--- src/rtl/rle_stream_if.sv ---
// Coefficient-in / symbol-out stream bundle for the RLE sequencer.
// The controller takes the slave side; the producer/sink environment takes master.
interface rle_stream_if #(
  parameter int SYM_W = 14
) ();
  logic             in_valid;
  logic             in_ready;
  logic [7:0]       in_data;
  logic             in_last;
  logic             out_valid;
  logic             out_ready;
  logic [SYM_W-1:0] out_sym;
  logic             out_last;

  modport master (
    output in_valid, in_data, in_last, out_ready,
    input  in_ready, out_valid, out_sym, out_last
  );

  modport slave (
    input  in_valid, in_data, in_last, out_ready,
    output in_ready, out_valid, out_sym, out_last
  );
endinterface

--- src/rtl/rle_stream_ctrl.sv ---
// Collects a zig-zag block for the combinational RLE, captures its result and
// streams symbols out through EOB; filling the next block overlaps emission.
//
//  state | meaning
//  FILL  | input buffer accepting bytes at index wr_cnt
//  FULL  | block closed, waiting for the emitter to take the RLE result
//  IDLE  | emitter empty
//  EMIT  | presenting symbol slot rd_cnt of sym_reg
module rle_stream_ctrl #(
  parameter int               NCOEF   = 64,
  parameter int               SYM_W   = 14,
  parameter logic [SYM_W-1:0] EOB_SYM = 14'h3FFF
) (
  input  logic                     clk,
  input  logic                     rst_n,
  rle_stream_if.slave              strm,
  output logic [NCOEF*8-1:0]       rle_din,
  input  logic [NCOEF*SYM_W-1:0]   rle_dout,
  output logic                     blk_err,
  output logic                     busy
);
  localparam int            CW       = $clog2(NCOEF);
  localparam logic [CW-1:0] LAST_IDX = CW'(NCOEF - 1);

  typedef enum logic {FILL, FULL} in_state_t;
  typedef enum logic {IDLE, EMIT} em_state_t;

  in_state_t                in_state;
  em_state_t                em_state;
  logic [NCOEF*8-1:0]       blk_buf;
  logic [NCOEF*SYM_W-1:0]   sym_reg;
  logic [CW-1:0]            wr_cnt;
  logic [CW-1:0]            rd_cnt;
  logic                     blk_err_q;
  logic [SYM_W-1:0]         cur_slot;
  logic                     sym_last;
  logic                     accept;
  logic                     fire;
  logic                     cap;

  // Slots are packed MSB-first: slot 0 occupies the top SYM_W bits.
  assign cur_slot = sym_reg[SYM_W*(NCOEF-1-int'(rd_cnt)) +: SYM_W];
  assign sym_last = (em_state == EMIT) && ((cur_slot == EOB_SYM) || (rd_cnt == LAST_IDX));

  assign accept = strm.in_valid && (in_state == FILL);
  assign fire   = (em_state == EMIT) && strm.out_ready;
  // Capture may coincide with the final handshake so back-to-back blocks emit without a bubble.
  assign cap    = (in_state == FULL) && ((em_state == IDLE) || (fire && sym_last));

  assign strm.in_ready  = (in_state == FILL);
  assign strm.out_valid = (em_state == EMIT);
  assign strm.out_sym   = (em_state == EMIT) ? cur_slot : '0;
  assign strm.out_last  = sym_last;
  assign rle_din        = blk_buf;
  assign blk_err        = blk_err_q;
  assign busy           = (in_state == FULL) || (em_state == EMIT) || (wr_cnt != '0);

  always_ff @(posedge clk or negedge rst_n) begin
    if (!rst_n) begin
      in_state  <= FILL;
      em_state  <= IDLE;
      blk_buf   <= '0;
      sym_reg   <= '0;
      wr_cnt    <= '0;
      rd_cnt    <= '0;
      blk_err_q <= 1'b0;
    end else begin
      blk_err_q <= 1'b0;

      if (cap) begin
        sym_reg  <= rle_dout;
        blk_buf  <= '0;
        wr_cnt   <= '0;
        in_state <= FILL;
      end else if (accept) begin
        blk_buf[8*int'(wr_cnt) +: 8] <= strm.in_data;
        if (strm.in_last || (wr_cnt == LAST_IDX)) begin
          // Framing error when in_last and the final index disagree.
          in_state  <= FULL;
          blk_err_q <= strm.in_last != (wr_cnt == LAST_IDX);
        end else begin
          wr_cnt <= wr_cnt + 1'b1;
        end
      end

      if (fire) begin
        if (sym_last) begin
          rd_cnt   <= '0;
          em_state <= cap ? EMIT : IDLE;
        end else begin
          rd_cnt <= rd_cnt + 1'b1;
        end
      end else if (cap) begin
        rd_cnt   <= '0;
        em_state <= EMIT;
      end
    end
  end
endmodule

--- src/flat_wrapper.sv ---
// flat-port wrapper written by rule: the top's interface ports become plain ports
module rle_stream_ctrl_flat 
#(
  parameter int               NCOEF   = 64,
  parameter int               SYM_W   = 14,
  parameter logic [SYM_W-1:0] EOB_SYM = 14'h3FFF
)
  (clk, rst_n, rle_din, rle_dout, blk_err, busy, strm_in_valid, strm_in_data, strm_in_last, strm_out_ready, strm_in_ready, strm_out_valid, strm_out_sym, strm_out_last);
  rle_stream_if #(.SYM_W(SYM_W)) strm_i ();
  input  logic clk;
  input  logic rst_n;
  output logic [NCOEF*8-1:0] rle_din;
  input  logic [NCOEF*SYM_W-1:0] rle_dout;
  output logic blk_err;
  output logic busy;
  input wire logic [$bits(strm_i.in_valid)-1:0] strm_in_valid;
  input wire logic [$bits(strm_i.in_data)-1:0] strm_in_data;
  input wire logic [$bits(strm_i.in_last)-1:0] strm_in_last;
  input wire logic [$bits(strm_i.out_ready)-1:0] strm_out_ready;
  output wire logic [$bits(strm_i.in_ready)-1:0] strm_in_ready;
  output wire logic [$bits(strm_i.out_valid)-1:0] strm_out_valid;
  output wire logic [$bits(strm_i.out_sym)-1:0] strm_out_sym;
  output wire logic [$bits(strm_i.out_last)-1:0] strm_out_last;
  assign strm_i.in_valid = strm_in_valid;
  assign strm_i.in_data = strm_in_data;
  assign strm_i.in_last = strm_in_last;
  assign strm_i.out_ready = strm_out_ready;
  assign strm_in_ready = strm_i.in_ready;
  assign strm_out_valid = strm_i.out_valid;
  assign strm_out_sym = strm_i.out_sym;
  assign strm_out_last = strm_i.out_last;
  rle_stream_ctrl #(.NCOEF(NCOEF), .SYM_W(SYM_W), .EOB_SYM(EOB_SYM)) u_core (.clk(clk), .rst_n(rst_n), .strm(strm_i), .rle_din(rle_din), .rle_dout(rle_dout), .blk_err(blk_err), .busy(busy));
endmodule
--- config.mk ---
export PLATFORM = sky130hd
export DESIGN_NAME = rle_stream_ctrl_flat
export DESIGN_NICKNAME = d
export VERILOG_FILES = /design/src/rtl/rle_stream_if.sv /design/src/rtl/rle_stream_ctrl.sv /design/src/flat_wrapper.sv
export SDC_FILE = /design/constraint.sdc
export NUM_CORES = 2
export LEC_CHECK = 0
export ABC_AREA = 0
export ABC_CLOCK_PERIOD_IN_PS = 9300
export BUFFER_PORTS_ARGS = -buffer_cell sky130_fd_sc_hd__buf_2
export CORE_MARGIN = 2
export CORE_UTILIZATION = 30
export CTS_BUF_LIST = sky130_fd_sc_hd__clkbuf_4 sky130_fd_sc_hd__clkbuf_8
export CTS_CLUSTER_DIAMETER = 30
export DETAILED_ROUTE_END_ITERATION = 16
export SKIP_LAST_GASP = 1
export SYNTH_ARGS = -nofsm -noshare
export SYNTH_HDL_FRONTEND = slang
export SYNTH_SLANG_ARGS = --single-unit
--- constraint.sdc ---
create_clock -name clk -period 9.3 [get_ports clk]
set_input_delay 0.465 -clock clk [delete_from_list [all_inputs] [get_ports clk]]
set_output_delay 0.465 -clock clk [all_outputs]
set_load 0.02 [all_outputs]
; ---- Word level (Yosys, flattened, before mapping)
; Cells that the tools add are included.
[word_totals]
reg_bits = 1423
in_bits = 909
elab_cells = 60
output_inout_bits = 531
[op_classes]
mux = 20
eq_ne = 6
add_sub_neg = 4
n_reduce_logical = 17
mul = 1
bitwise_logic = 2
n_shift = 3
[ops]
columns = op, count
row1 = 512-bit 2-to-1 mux, 2
row2 = 896-bit by 32-bit variable part select with 14-bit output, 1
row3 = 512-bit bitwise mux, 1
row4 = 8-bit by 33-bit variable shift with 512-bit output (first input constant), 1
row5 = 8-bit by 33-bit variable part select with 512-bit output, 1
row6 = 6-bit 2-to-1 mux, 6
row7 = 9-bit negation with 33-bit output, 1
row8 = 4-bit by 32-bit multiplier with 31-bit output (first input constant), 1
row9 = 14-bit == test (second input constant), 1
row10 = 14-bit 2-to-1 mux, 1
row11 = 6-bit by 1-bit adder with 6-bit output (second input constant), 2
row12 = 6-bit == test (second input constant), 2
row13 = 1-bit 2-to-1 mux, 10
row14 = 6-bit by 6-bit subtractor with 7-bit output (first input constant), 1
row15 = 2-bit AND reduction, 3
row16 = 2-bit nonzero test, 3
row17 = 6-bit nonzero test, 1
row18 = 1-bit logical AND, 5
row19 = 1-bit logical OR, 5
row20 = 2-bit by 1-bit inequality test with 1-bit output (second input constant), 2
row21 = 1-bit inverter, 2
row22 = 1-bit inequality test, 1

; ---- Depth between registers and ports, before layout
[logic_depth]
depth_word = 12
depth_mapped = 34
ltp_nobuf = 18

; ---- Worst setup path before layout
; Ideal clock, no wire load.
[synth_timing]
kind = register to register
startpoint = register u_core.rd_cnt[0]
endpoint = register u_core.sym_reg[154]
arrival_time_ns = 6.421
required_ns = 9.173
path_buffers = 14
setup_slack_ns = 2.752
period_less_slack_ns = 6.548
setup_time_ns = 0.127
stages_incl_launch_ff = 32
cell_sequence = dfrtp_1 > buf_2 > buf_6 > inv_2 > buf_4 > buf_4 > buf_2 > buf_4 > buf_4 > ha_1 > ha_1 > ha_1 > inv_1 > fa_1 > buf_2 > buf_4 > buf_2 > buf_2 > nor2_1 > o221ai_1 > a211oi_1 > nor4_1 > nor3_1 > nor3_1 > a211o_1 > nor4_2 > nand2_2 > o22ai_2 > buf_12 > buf_12 > buf_12 > mux2_1
[synth_between]
elab_chain_cells = 9
word_cells_on_any_way = 10
cone_classes = 1 x add/sub / 1 x mul / 2 x eq/ne / 1 x shift / 5 x reduce/logical
[synth_rtl]
columns = item, line
row1 = from (decl), rle_stream_ctrl.sv:33  ; logic [CW-1:0] rd_cnt;
row2 = from (signal assigned), rle_stream_ctrl.sv:91  ; rd_cnt <= rd_cnt + 1'b1;
row3 = 6-bit by 6-bit subtractor with 7-bit output, rle_stream_ctrl.sv:42  ; assign cur_slot = sym_reg[SYM_W*(NCOEF-1-int'(rd_cnt)) +: SYM_W];
row4 = 4-bit by 32-bit multiplier with 31-bit output, rle_stream_ctrl.sv:42
row5 = 896-bit by 32-bit variable part select with 14-bit output, rle_stream_ctrl.sv:42
row6 = 14-bit == test, rle_stream_ctrl.sv:43  ; assign sym_last = (em_state == EMIT) && ((cur_slot == EOB_SYM) || (rd_cnt == LAST_IDX));
row7 = 1-bit logical OR *, rle_stream_ctrl.sv:43
row8 = 1-bit logical AND *, rle_stream_ctrl.sv:43
row9 = 1-bit logical AND *, rle_stream_ctrl.sv:48  ; assign cap = (in_state == FULL) && ((em_state == IDLE) || (fire && sym_last));
row10 = 1-bit logical OR *, rle_stream_ctrl.sv:48
row11 = 1-bit logical AND *, rle_stream_ctrl.sv:48
row12 = to (signal assigned), rle_stream_ctrl.sv:71  ; sym_reg <= rle_dout;
row13 = to (decl), rle_stream_ctrl.sv:31  ; logic [NCOEF*SYM_W-1:0] sym_reg;
; Mark *: on every way between the ends. The rest lies on a longest branch, timed or not.
; A chain may end at the register's enable or synchronous reset.

; ---- Worst setup path in the final report
[layout_timing]
startpoint = register u_core.rd_cnt[0]
endpoint = output port strm_out_last
[layout_between]
elab_chain_cells = 6
word_cells_on_any_way = 7
cone_classes = 1 x add/sub / 1 x mul / 2 x eq/ne / 1 x shift / 2 x reduce/logical
[layout_rtl]
columns = item, line
row1 = 6-bit by 6-bit subtractor with 7-bit output, rle_stream_ctrl.sv:42
row2 = 4-bit by 32-bit multiplier with 31-bit output, rle_stream_ctrl.sv:42
row3 = 896-bit by 32-bit variable part select with 14-bit output, rle_stream_ctrl.sv:42
row4 = 14-bit == test, rle_stream_ctrl.sv:43
row5 = 1-bit logical OR *, rle_stream_ctrl.sv:43
row6 = 1-bit logical AND *, rle_stream_ctrl.sv:43
row7 = to (decl), flat_wrapper.sv:23  ; output wire logic [$bits(strm_i.out_last)-1:0] strm_out_last;
; Marks and branches as above.

==> impl_metrics.toml <==
[clocking]
numClockSinks = 1423
cts_root_buf = "clkbuf_8"
ctsHtreeMaxLevel = 5
cts_buffers = 341
clk_pin_slew_ns = 0.05
cts_tree = "done"
clock_latency_ns = 1.14
cts.path.max_buffers = 4

[placement]
dpl.hpwl_mm = 400.5
port_buffers = 1439
finalWeightedCongestion = 1.013

[floorplan]
io_pins = 1440
die_w_um = 582.7
die_h_um = 582.7
std_cell_rows = 212
initial_core_util = 0.3013
core_area_mm2 = 0.3334
die_area_mm2 = 0.3395

[critical_path]
crit_required_ns = 8.84
cp_data_arrival_time_ns = 8.71
cp_cell_sequence = "inv_8 -> ha_4 -> ha_1 -> ha_4 -> inv_1 -> fa_4 -> xnor2_4 -> buf_12 -> nand2_1 -> o32ai_1 -> nor4_1 -> o31ai_1 -> a21oi_1 -> o41ai_2 -> nand4_1 -> nor4_4 -> nand2_2 -> a21oi_1 -> buf_12"
critPathMaxStageDelay_ns = 0.97
crit_path_end_kind = "output pin"
rr_worst_depth = 21
critPathLaunchType = "flop"
critical_path_class = "flop to output pin"
cp_max_fo = 81
slowest_stage = "o31ai_1"

[sta]
period_needed_ns = 9.174
fin_skew_ns = 0.1871
max_freq_mhz = 109.0
hold_viol_final = 0
slew_headroom = 0.1162
tns_ns = 0
slew_violations = 0
rsz0062_at_grt = "no"
fin_crit_sh = 0.9865
setup_violations = 0
tightest_slew_ns = 1.316

[detailed_routing]
drt_iter0_drc = 10700
via_count = 87490
drt-vias-per-instance = 5.840
routed_wl_mm = 524.3
dr.pass1.iters = 9
ant_nets = 0
drc = 0
wire_per_inst_um = 35.00

[logic_synthesis]
syn_nets = 8931
synth-warning-count = 0
yosysTopAreaCellShare = 0.3544
yosysTopAreaCell = "dfrtp_1"
async_reset_ff_frac = 1.000
synthCells = 7995
ys.flop_type = "dfrtp_1"
synthesis.area_mm2 = 0.1005
synthTopCellsByArea = "dfrtp_1, mux4_2, mux2_4"
synth_edf_count = 0
synth-seq-area-share = 0.3544
ys_ff_latch = 1423
synth.distinct_cells = 100
syn_area_per_cell_um2 = 12.57

[job]
maxCapViolations = 0

[cells_and_area]
fin_nets = 11180
largest_reg_flops = 896
syn_to_final_growth_pct = 26.53
drive_gt1_frac = 0.4160
multi_input_area_mm2 = 0.05842
regArea_mm2 = 0.03561
fillers = 31990

[status]
status = "complete, no violations"

[global_route]
grt_usage = 0.2976
antenna_found_initial = 189
grt_remaining_overflow = 0
grt_pass1_wl_mm = 710.6
grt_max_degree = 162
grt_pass1_vias = 85770

[hold_path]
hold_path_class = "primary input to async pin"
[critical path, delay by kind of cell (launching register included)]
family	cells	cell delay (ns)
simple gates	5	1.24
flops	1	0.63
xor+xnor	1	0.66
compound gates	5	2.48
fa+ha+maj	4	1.38
buf+inv	4	1.15
[per-stage QoR]
stage / area (um^2) / util / std cells / hold WS, ns / setup slack [ns]
after floorplan: 100500 / - / 7995 / 0.1694 / 2.752
after global placement: 109500 / 0.3284 / 13380 / 0.4900 / 1.010
after detailed placement: 109500 / 0.3284 / 13380 / 0.4969 / 1.054
after CTS: 126900 / 0.3807 / 14920 / 0.003943 / 0.3413
after global routing: 127000 / 0.3810 / 14940 / 0.08375 / 0.1233
final: 127100 / 0.3812 / 14980 / 0.05911 / 0.1257
[logic make-up after synthesis]
| logic type | share of synthesized area |
|---|---|
| simple gates | 0.1081 |
| mux | 0.3868 |
| flops | 0.3544 |
| xor+xnor | 0.001283 |
| compound gates | 0.07906 |
| buf+inv | 0.06662 |
| fa+ha+maj | 0.003662 |
[cells in the mapped netlist, drive strengths merged, types with 22 or more instances]
cell type,n
mux2,1090
mux2i,899
o211ai,49
nand3,195
a221oi,41
a2111oi,29
mux4,669
nand4,38
nor3,90
and2,34
a21oi,342
a22oi,94
a211oi,64
dfrtp,1423
nand2,641
o21ai,136
nor2,751
ha,23
nor2b,46
o22ai,126
nor4,43
a22o,27
o221ai,22
a32oi,22
buf,542
and3,57
clkbuf,147
a31oi,45
[repair_timing]
action	4_1_cts	5_1_grt
buffers inserted	0	1
hold endpoints to repair	1105	0
hold buffers	908	0
setup endpoints to repair	0	1
gates resized for setup	0	1
[per-layer routing]
layer  vias up  global-route usage  wire (um)
met1     43800              0.3327     178800
met3      1927             0.08221      53430
met5         -                   0        296
li1      35210                   -          -
met2      6508              0.4929     246500
met4        48              0.2034      45230
[worst paths after layout]
check,slack (ns),end,start
worst min-delay path,0.06,u_core.rle_din[96]$_DFFE_PN0P_,rst_n
worst max-delay path,0.13,strm_out_last,u_core.rd_cnt[0]$_DFFE_PN0P_
worst max register to register,0.54,u_core.sym_reg[12]$_DFFE_PN0P_,u_core.rd_cnt[0]$_DFFE_PN0P_
min in group clk,0.21,u_core.sym_reg[881]$_DFFE_PN0P_,rle_dout[881]
max in group asynchronous,6.83,u_core.sym_reg[146]$_DFFE_PN0P_,rst_n
worst min register to register,0.51,u_core.rle_din[462]$_DFFE_PN0P_,u_core.rle_din[462]$_DFFE_PN0P_
[cells in the final DEF, fill, tap and decap left out, types with 274 or more instances in the layout]
cell,synthesis,final
mux2_4,654,654
dlygate4sd3_1,13,908
nor2_4,270,274
buf_2,142,1437
dfrtp_1,1423,1422
mux2i_1,899,899
mux4_2,652,652
a21oi_1,342,342
clkbuf_8,0,386
nand2_1,627,626
nor2_1,392,378
mux2_2,286,286
[area by class of cell]
cell class	instances	area share
multi-input combinational	5847	0.4596
tap	4387	0.04318
antenna	64	0.001260
inverter	21	0.0007185
clock inverter	186	0.02058
clock buffer	441	0.04504
sequential	1423	0.2802
timing repair buffer	2612	0.1495
Power is left out: the tool's default activity adds up to more than one toggle a clock period on the data nets, which glitch-free logic cannot reach.
